--- src/rtl/audio_ctrl_fsm.sv ---
// Record/playback transport controller: key pulses and speed switches drive SRAM sequencing.
// Optional macro LOOP_PLAY_EN: end-of-play wraps to address 0 and keeps playing.
module audio_ctrl_fsm #(
  parameter int                ADDR_W   = 20,
  parameter logic [ADDR_W-1:0] MAX_ADDR = 20'hFFFFF
) (
  input  logic              i_clk,
  input  logic              i_rst,
  input  logic              i_key_rec,
  input  logic              i_key_play,
  input  logic              i_key_stop,
  input  logic [17:0]       i_sw,
  input  logic              i_sample_tick,
  output logic [2:0]        o_state,
  output logic [ADDR_W-1:0] o_addr,
  output logic [4:0]        o_speed,
  output logic [ADDR_W-1:0] o_end_addr,
  output logic              o_wr_en,
  output logic              o_rd_en
);
  typedef enum logic [2:0] {
    S_IDLE = 3'd0, S_HOLD = 3'd1, S_REC = 3'd2, S_PLAY = 3'd3, S_PAUSE = 3'd4
  } state_t;

  state_t            r_state;
  logic [ADDR_W-1:0] r_addr, r_end;
  logic [4:0]        r_speed;
  logic [2:0]        r_slow_cnt;
  logic              r_has_data;

  logic [4:0]        w_k_dec, w_speed_dec, w_k;
  logic [2:0]        w_km1;
  logic              w_slow, w_any_key, w_wr, w_rd, w_step_now, w_eop;
  logic [ADDR_W:0]   w_next;
  logic              w_unused_sw;

  assign w_unused_sw = ^{i_sw[16:9], i_sw[1:0]};

  // Highest selected switch wins; slow mode is the negated factor.
  always_comb begin
    w_k_dec = 5'd1;
    for (int n = 2; n <= 8; n++)
      if (i_sw[n]) w_k_dec = 5'(n);
    w_speed_dec = i_sw[17] ? w_k_dec : 5'(~w_k_dec + 5'd1);
  end

  assign w_slow     = r_speed[4];
  assign w_k        = w_slow ? 5'(~r_speed + 5'd1) : r_speed;
  assign w_km1      = 3'(w_k - 5'd1);
  assign w_any_key  = i_key_rec | i_key_play | i_key_stop;
  // Strobes are combinational so they line up with the address being accessed.
  assign w_wr       = !i_rst && (r_state == S_REC)  && i_sample_tick && !w_any_key;
  assign w_rd       = !i_rst && (r_state == S_PLAY) && i_sample_tick && !w_any_key;
  assign w_step_now = !w_slow || (r_slow_cnt == w_km1);
  assign w_next     = {1'b0, r_addr} + (ADDR_W+1)'(w_slow ? 5'd1 : w_k);
  assign w_eop      = w_next > {1'b0, r_end};

  always_ff @(posedge i_clk) begin
    if (i_rst) begin
      r_state    <= S_IDLE;
      r_addr     <= '0;
      r_end      <= '0;
      r_speed    <= 5'b00001;
      r_slow_cnt <= '0;
      r_has_data <= 1'b0;
    end else begin
      r_speed <= w_speed_dec;
      case (r_state)
        S_IDLE: begin
          r_addr <= '0;
          if (!i_key_stop && i_key_rec) r_state <= S_REC;
        end
        S_HOLD: begin
          r_addr <= '0;
          if (!i_key_stop && i_key_rec) r_state <= S_REC;
          else if (!i_key_stop && i_key_play) begin
            r_state    <= S_PLAY;
            r_slow_cnt <= '0;
          end
        end
        S_REC: begin
          if (i_key_stop) begin
            r_state <= r_has_data ? S_HOLD : S_IDLE;
            r_addr  <= '0;
          end else if (w_wr) begin
            r_end      <= r_addr;
            r_has_data <= 1'b1;
            if (r_addr == MAX_ADDR) begin
              r_state <= S_HOLD;
              r_addr  <= '0;
            end else r_addr <= r_addr + ADDR_W'(1);
          end
        end
        S_PLAY: begin
          if (i_key_stop) begin
            r_state <= S_HOLD;
            r_addr  <= '0;
          end else if (i_key_rec) begin
            r_state    <= S_REC;
            r_addr     <= '0;
            r_slow_cnt <= '0;
          end else if (i_key_play) r_state <= S_PAUSE;
          else if (w_rd) begin
            if (w_step_now) begin
              r_slow_cnt <= '0;
              if (w_eop) begin
                r_addr <= '0;
`ifdef LOOP_PLAY_EN
                r_state <= S_PLAY;
`else
                r_state <= S_HOLD;
`endif
              end else r_addr <= w_next[ADDR_W-1:0];
            end else r_slow_cnt <= r_slow_cnt + 3'd1;
          end
        end
        S_PAUSE: begin
          if (i_key_stop) begin
            r_state <= S_HOLD;
            r_addr  <= '0;
          end else if (i_key_rec) begin
            r_state    <= S_REC;
            r_addr     <= '0;
            r_slow_cnt <= '0;
          end else if (i_key_play) r_state <= S_PLAY;
        end
        default: r_state <= S_IDLE;
      endcase
      if (w_speed_dec != r_speed) r_slow_cnt <= '0;
    end
  end

  assign o_state    = r_state;
  assign o_addr     = r_addr;
  assign o_speed    = r_speed;
  assign o_end_addr = r_end;
  assign o_wr_en    = w_wr;
  assign o_rd_en    = w_rd;
endmodule

--- config.mk ---
export PLATFORM = sky130hd
export DESIGN_NAME = audio_ctrl_fsm
export DESIGN_NICKNAME = d
export VERILOG_FILES = /design/src/rtl/audio_ctrl_fsm.sv
export SDC_FILE = /design/constraint.sdc
export NUM_CORES = 1
export LEC_CHECK = 0
export CORE_UTILIZATION = 39
export DETAILED_ROUTE_END_ITERATION = 6
export PLACE_DENSITY = 0.65
export SLEW_MARGIN = 30
export SYNTH_ARGS = -nofsm -noshare
export SYNTH_HDL_FRONTEND = slang
export SYNTH_SLANG_ARGS = --single-unit
--- constraint.sdc ---
create_clock -name i_clk -period 9.8 [get_ports i_clk]
set_clock_uncertainty 0.05 [all_clocks]
set_input_delay 1.96 -clock i_clk [delete_from_list [all_inputs] [get_ports i_clk]]
set_output_delay 1.96 -clock i_clk [all_outputs]
set_load 0.01 [all_outputs]
---- Word-level counts from Yosys, hierarchy flattened ----
Index checks and enable logic that the tools add are counted.
cells by class
  add/subtract/negate cells ............... 6
  order comparisons ....................... 1
  eq/ne operators ......................... 26
  multiplexer cells ....................... 49
  bitwise logic cells ..................... 5
  reduce and logical (&&, ||, !) cells .... 22
operators by type and width
  kind                                            number
  2-to-1 mux 20 bit                               11
  one-hot mux 20 bit (4 select lines)             1
  2-to-1 mux 3 bit                                24
  2-to-1 mux 5 bit                                9
  adder 20 x 5 -> 21 bit                          1
  > comparator 21 x 20 -> 1 bit                   1
  adder 20 x 1 -> 20 bit (second input constant)  1
  == test 20 bit (second input constant)          1
  != test 4 bit (second input constant)           4
  AND reduction 8 bit                             2
  != test 3 bit (second input constant)           5
  != test 5 bit (second input constant)           3
  one-hot mux 3 bit (5 select lines)              1
  != test 2 bit (second input constant)           6
  adder 5 x 1 -> 5 bit (second input constant)    2
  NOT 5 bit                                       2
  one-hot mux 3 bit (3 select lines)              1
  logical AND 1 bit                               8
  == test 3 x 2 -> 1 bit (second input constant)  2
  AND reduction 6 bit                             1
  != test 5 bit                                   1
  logical NOT 1 bit                               4
  nonzero test 4 bit                              1
  OR reduction 2 bit                              2
  other kinds (14)                                15
storage, ports and cells
  register bits ........................... 52
  bits of input ports ..................... 24
  logic and storage cells ................. 115

---- Depth between registers and ports, before layout ----
Gate-level depths: netlist of the first run.
  word-level depth ........................ 13
  depth in mapped cells ................... 22
  depth with buffers taken out ............ 20

---- Least setup slack after synthesis of the first run ----
Ideal clock, no wire load.
  path kind ............................... input-to-output
  from .................................... input port i_key_stop
  to ...................................... output port o_wr_en
  arrival time ............................ 3.158 ns
  data required time ...................... 7.790 ns
  setup slack ............................. 4.632 ns
  stages on the path ...................... 5
  path through ............................ buf_2 > nor2_4 > nand4b_1 > nor3_1 > buf_2
between the ends
  word-level cells in the longest chain between the ends .. 3
ends and longest elaborated chain
  item               line  source
  start, declared    11    input logic i_key_stop,
  bitwise OR 1 bit   50    assign w_any_key = i_key_rec | i_key_play | i_key_stop;
  logical NOT 1 bit  52    assign w_wr = !i_rst && (r_state == S_REC) && i_sample_tick && !w_any_key;
  logical AND 1 bit  52
  end, declared      18    output logic o_wr_en,
No other way between the ends.

---- Final worst setup path of the first run ----
  from .................................... input port i_rst
  to ...................................... output port o_wr_en
between the ends
  word-level cells in the longest chain between the ends .. 4
ends and longest elaborated chain
  item                            line  source
  start, declared                 8     input logic i_rst,
  logical NOT 1 bit               52
  logical AND 1 bit (3 in a row)  52
No other way between the ends.

==> results of run 1 <==
-- placed cells by master (no fill, tap or decap), types with 9 or more instances in the layout --
cell and instances:
clkdlybuf4s50_1 63, nand4_1 9, nor3_1 14, inv_1 40, nor2_1 62, nand2_1 32, mux2i_1 22, ha_1 30
nor2b_1 9, dfxtp_1 52, a21oi_1 31, nand3_1 19, o21ai_0 18, xnor2_1 22
-- flip-flops by register name, summed over array words and instances, names as in the netlist --
signal,flops
o_addr,20
o_end_addr,20
o_speed,5
o_state,3
r_slow_cnt,3
r_has_data,1
-- final cells by class --
type / instances / area, um^2 / area share, %
Clock buffer: 5 / 68.8 / 1.44
Clock inverter: 1 / 30.0 / 0.629
Inverter: 40 / 150 / 3.15
Multi-Input combinational cell: 392 / 2660 / 55.8
Sequential cell: 52 / 1040 / 21.8
Tap cell: 133 / 166 / 3.49
Timing Repair Buffer: 66 / 653 / 13.7
-- worst min-delay path, cell delays in order (launching register included) --
cell and delay (ns):
dfxtp_1 0.34, nor2_1 0.05, nor2_1 0.08
-- worst max-delay path by stage --
| stage | start | end | slack, ns | cells after the start |
|---|---|---|---|---|
| final | i_rst | o_wr_en | 3.13 | 7 |
| after global routing | i_rst | o_wr_en | 2.96 | 7 |
| after CTS | i_rst | o_wr_en | 3.14 | 7 |
| after detailed placement | i_rst | o_wr_en | 3.14 | 7 |
| after global placement | i_rst | o_wr_en | 3.18 | 7 |
| after floorplan | i_key_stop | o_wr_en | 4.63 | 5 |
-- power groups by stage --
stage | registers, mW | logic (mW) | clock network [mW]
2_1_floorplan | 0.224 | 0.0553 | 0
3_3_place_gp | 0.227 | 0.0774 | 0
3_5_place_dp | 0.227 | 0.0791 | 0
4_1_cts | 0.222 | 0.0795 | 0.152
5_1_grt | 0.223 | 0.0885 | 0.159
6_report | 0.222 | 0.0797 | 0.148
-- per-layer routing --
metal,global-route usage (%),wire length (um)
met4,4.98,127
met5,0,0
met2,35.4,4880
met3,3.80,643
met1,26.6,4820
-- kinds of logic (layout without fill, tap and decap cells) --
logic type / Yosys count / in the layout / synth area share, %
AO/OA/AOI/OAI: 114 / 114 / 19.1
XOR/XNOR: 30 / 30 / 6.60
adder cells (fa/ha/maj): 31 / 31 / 9.92
buffers and inverters: 66 / 112 / 7.19
flip-flops: 52 / 52 / 26.1
multiplexers: 23 / 23 / 5.87
other: 1 / 1 / 0.0941
AND/OR/NAND/NOR: 193 / 193 / 25.1
-- per-stage QoR --
stage               hold WS, ns  cells  instance area, um^2  worst slack, ns
floorplan                 0.391    510                 3980             4.63
global placement          0.412    683                 4670             3.18
detailed placement        0.418    683                 4670             3.14
CTS                       0.444    689                 4770             3.14
global route              0.479    689                 4770             2.96
finish                    0.450    689                 4770             3.13
==> qor.txt, run 1 <==
Hold crit path type -> flip-flop to flip-flop
Number of global-route vias before repair -> 3,523
Post-CTS Setup Bufs -> 0
Hold_sp -> r_has_data$_SDFFE_PP0P_
R2R cell count -> 20
Nature of the critical path endpoint -> primary output
Starting Density -> 40.6%
Final Util -> 48.6%
Gr usage total -> 20.6%
Number of synthesized flops with an enable pin -> 0
First-pass GRT wire length -> 17.1 mm
Worst reg2reg endpoint -> o_addr[14]$_SDFFE_PP0P_
Post-synth ARST share -> 0%
# Max-Cap Violations -> 0
Hold violation count in the final report -> 0
ANT nets after route -> 0
Slew HR -> 43.7%
CP max FO -> 41
Seq/Total Area, Yosys -> 26.1%
Core area -> 9820 um^2
Buf/Inv on CP -> 5
Later-pin clock latency in the skew report -> 0.31 ns
Number of synthesized register bits -> 52
Grt total ovfl -> 0
CP Cell Sequence -> clkdlybuf4s50_1 -> buf_4 -> inv_1 -> nand4b_1 -> nor3_2 -> buf_4 -> clkdlybuf4s50_1
Mapped Avg Cell Area -> 7.81 um^2
Synth Cell Area -> 3980 um^2
Initial antenna violation count -> 0
CTS Sinks -> 52
Flop2flop setup slack -> 4.48 ns
Setup TNS -> 0 ns
RSZ-0062 raised after global routing -> false
Combinational Power Share -> 17.7%
Area growth, synth to finish -> 19.8%
Critical path's largest stage delay -> 0.61 ns
Synth area leaders -> dfxtp_1 (26%), ha_1 (9.4%), nor2_1 (5.8%)
H-Tree Depth -> 2
Final setup violation count -> 0
Pins over their slew limit -> 0
Area leader, netlist -> dfxtp_1
Post-cts resize count -> 0
Layout Nets -> 612
PD cells -> 94.4 nW/um^2
CP Data Arrival Time -> 4.66 ns
DRC viols -> 0
Reg clk slew, reported paths -> 0.10 ns
Die ar. -> 10,600 um^2
WL per Instance -> 15.2 um
Fill cells -> 990
Largest net degree at the start of global routing -> 42
Tot Pwr -> 0.451 mW
Int Power -> 0.324 mW
Die width -> 103 um
Row count -> 36
DIE HEIGHT -> 103 um
Sequential share of power -> 49.4%
Clk pwr share -> 32.9%
Ratio of cells with drive above 1 in the final layout -> 4.68%
CTS tree -> built
Maximum VDD drop -> 0.0000595 V
Vias -> 3,820
RePlAce Congestion -> 0.894
Post-route clock period utilization -> 68.1%
Outcome -> complete, no violations
Instance count of the mapped netlist -> 510
Net Sw Frac -> 28.2%
I/O pin count -> 74
Vias per inst -> 5.54
Leak pwr -> 1.67 nW
Number of diodes -> 0
Hold depth -> 2
Setup Crit Path Kind -> primary input to primary output
Top_reg_cell synth -> dfxtp_1
Synthesized Nets -> 565
Tmin final -> 6.67 ns
CTS buffer count -> 5
Cell family with the largest share of critical-path delay -> buffers and inverters
CP required -> 7.79 ns
Fmax -> 150 MHz
Port Buffers -> 63
Post-detail-place hpwl -> 7.65 mm
Synth Warn # -> 0
Worst path slowest cell -> clkdlybuf4s50_1
Commonest cells post-synth -> nor2_1 (62), dfxtp_1 (52), inv_1 (40)
Most frequent cell after synthesis -> nor2_1
Synth top area share -> 26.1%
DR pass1 iterations -> 4
Hold_buf cts -> 0
Root Buffer Master -> clkbuf_8
RR Startpoint -> o_speed[4]$_SDFF_PP0_
Post-synth cell types -> 69
Switching pwr -> 0.127 mW
Crit start category -> primary input
Final WL -> 10.5 mm
Worst Tran Pin Value -> 0.844 ns
Drt first-iter violations -> 152
Worst Hold Path EP -> r_has_data$_SDFFE_PP0P_
Clock tree buffer depth -> 2
No activity file was read; power rests on OpenSTA's default activity.
==> run 2, diff against run 1 <==
Settings changed: PLACE_DENSITY 0.65 to 0.67.
Clock period 9.8 ns to 6.1 ns, I/O delays scaled along.
==> run 2 against run 1 <==
Hold slack worse by 0.0058 ns. Sequential power increased by 61%. Utilization fell by 0.089 points. Clock-buffer cell count rose by 3. Combinational power increased by 61%. Non-clock buffer count stayed put. Flip-flop and latch count stayed put. Final cell count grew 0.29%. Die area unchanged. Register-to-register slack worse by 3.6 ns. Largest cell class unchanged.
==> qor.txt, run 2 (same netlist as run 1, synthesis figures left out) <==
# Max-Cap Violations -> 0
Vias per inst -> 5.57
Crit start category -> flip-flop
DRC viols -> 0
Die width -> 103 um
WL per Instance -> 15.5 um
Nature of the critical path endpoint -> flip-flop
Hold crit path type -> flip-flop to flip-flop
Final setup violation count -> 0
Worst Tran Pin Value -> 0.836 ns
ANT nets after route -> 0
CTS Sinks -> 52
Number of diodes -> 0
Post-CTS Setup Bufs -> 0
Min Hold Slack -> 0.445 ns
Layout Nets -> 612
Tot Pwr -> 0.697 mW
Post-route clock period utilization -> 85.5%
Cell family with the largest share of critical-path delay -> compound AO/OA/AOI/OAI gates
Clock tree buffer depth -> 2
Area growth, synth to finish -> 19.5%
Starting Density -> 40.6%
RSZ-0062 raised after global routing -> false
CTS buffer count -> 5
Maximum VDD drop -> 0.0000868 V
CP required -> 6.23 ns
Slack of the critical path -> 0.887 ns
I/O pin count -> 74
Cell area after layout -> 4760 um^2
Number of global-route vias before repair -> 3,546
Hold violation count in the final report -> 0
CP Data Arrival Time -> 5.34 ns
Critical path's largest stage delay -> 0.59 ns
Non-Filler Instances -> 691
Later-pin clock latency in the skew report -> 0.31 ns
Register Area -> 1040 um^2
CTS tree -> built
Die ar. -> 10,600 um^2
Pins over their slew limit -> 0
Gr usage total -> 20.8%
Port Buffers -> 63
Outcome -> complete, no violations
Vias -> 3,848
Slew HR -> 44.3%
Dpl ws -> 0.918 ns
Reg clk slew, reported paths -> 0.10 ns
Drt first-iter violations -> 191
Initial antenna violation count -> 0
Final Util -> 48.5%
Row count -> 36
Multi-input gate area -> 2660 um^2
DIE HEIGHT -> 103 um
Cells after DPL -> 683
H-Tree Depth -> 2
RePlAce Congestion -> 0.911
Fmax -> 192 MHz
CP Cell Sequence -> nand2b_1 -> inv_1 -> ha_1 -> a211oi_1 -> o21ai_1 -> a21oi_1 -> nor2_1 -> nand4_1 -> nor2_1 -> xnor2_1 -> ha_1 -> and4_1 -> nand4_1 -> a31oi_1 -> nor3_1 -> o21ai_1 -> o21ai_2 -> a2111oi_0 -> a211oi_1
Root Buffer Master -> clkbuf_8
Hold_buf cts -> 0
Leak pwr -> 1.66 nW
PD cells -> 146 nW/um^2
Tmin final -> 5.21 ns
Final WL -> 10.7 mm
Fill cells -> 996
Ratio of cells with drive above 1 in the final layout -> 4.66%
Commonest non-fill, non-tap cells in the layout -> clkdlybuf4s50_1 (63), nor2_1 (62), dfxtp_1 (52)
Core area -> 9820 um^2
Setup Crit Path Kind -> flip-flop to flip-flop
First-pass GRT wire length -> 17.2 mm
Setup TNS -> 0 ns
Dpl cell area -> 4670 um^2
Worst path slowest cell -> o21ai_1
CP max FO -> 10
Post-cts resize count -> 0
Buf/Inv on CP -> 1
Largest net degree at the start of global routing -> 41
Post-detail-place hpwl -> 7.85 mm
Commonest non-fill, non-tap cell in the layout -> clkdlybuf4s50_1
Grt total ovfl -> 0
DR pass1 iterations -> 4
## run 2: cell types whose count changed in the layout (fill, tap and decap cells not counted)
| cell | previous run | this run |
|---|---|---|
| clkbuf_1 | 0 | 2 |
| bufinv_16 | 1 | 0 |
| clkbuf_8 | 5 | 6 |
## run 2: final cells by class
class / instances / share of cell area, %
Clock buffer: 8 / 1.89
Inverter: 40 / 3.15
Multi-Input combinational cell: 392 / 55.9
Sequential cell: 52 / 21.9
Tap cell: 133 / 3.49
Timing Repair Buffer: 66 / 13.7
## run 2: power breakdown
| group | leakage, nW | internal [mW] | switching (mW) |
|---|---|---|---|
| Sequential | 0.421 | 0.345 | 0.0124 |
| Combinational | 1.19 | 0.0570 | 0.0713 |
| Clock | 0.0455 | 0.0931 | 0.118 |
## run 2: final timing paths
kind                            depth (start not counted)                         end                       start  slack, ns
worst min register to register                          2  r_slow_cnt[1]$_SDFFE_PP0P_  r_slow_cnt[1]$_SDFFE_PP0P_       0.44
worst max-delay path                                   19     o_addr[14]$_SDFFE_PP0P_       o_speed[4]$_SDFF_PP0_       0.89
worst max register to register                         19     o_addr[14]$_SDFFE_PP0P_       o_speed[4]$_SDFF_PP0_       0.89
worst min-delay path                                    2  r_slow_cnt[1]$_SDFFE_PP0P_  r_slow_cnt[1]$_SDFFE_PP0P_       0.44
## run 2: worst min-delay path, stage by stage (launching register included)
cell and delay [ns]:
dfxtp_1 0.35, nand2_1 0.06, a21boi_1 0.05
## run 2: routing by layer
| layer | part of all wire, % | global-route usage [%] | vias up |
|---|---|---|---|
| met5 | 0 | 0 | - |
| met4 | 2.7 | 7.80 | 0 |
| met2 | 46 | 34.1 | 134 |
| met3 | 5.5 | 4.07 | 24 |
| met1 | 46 | 26.9 | 1776 |
| li1 | - | - | 1914 |
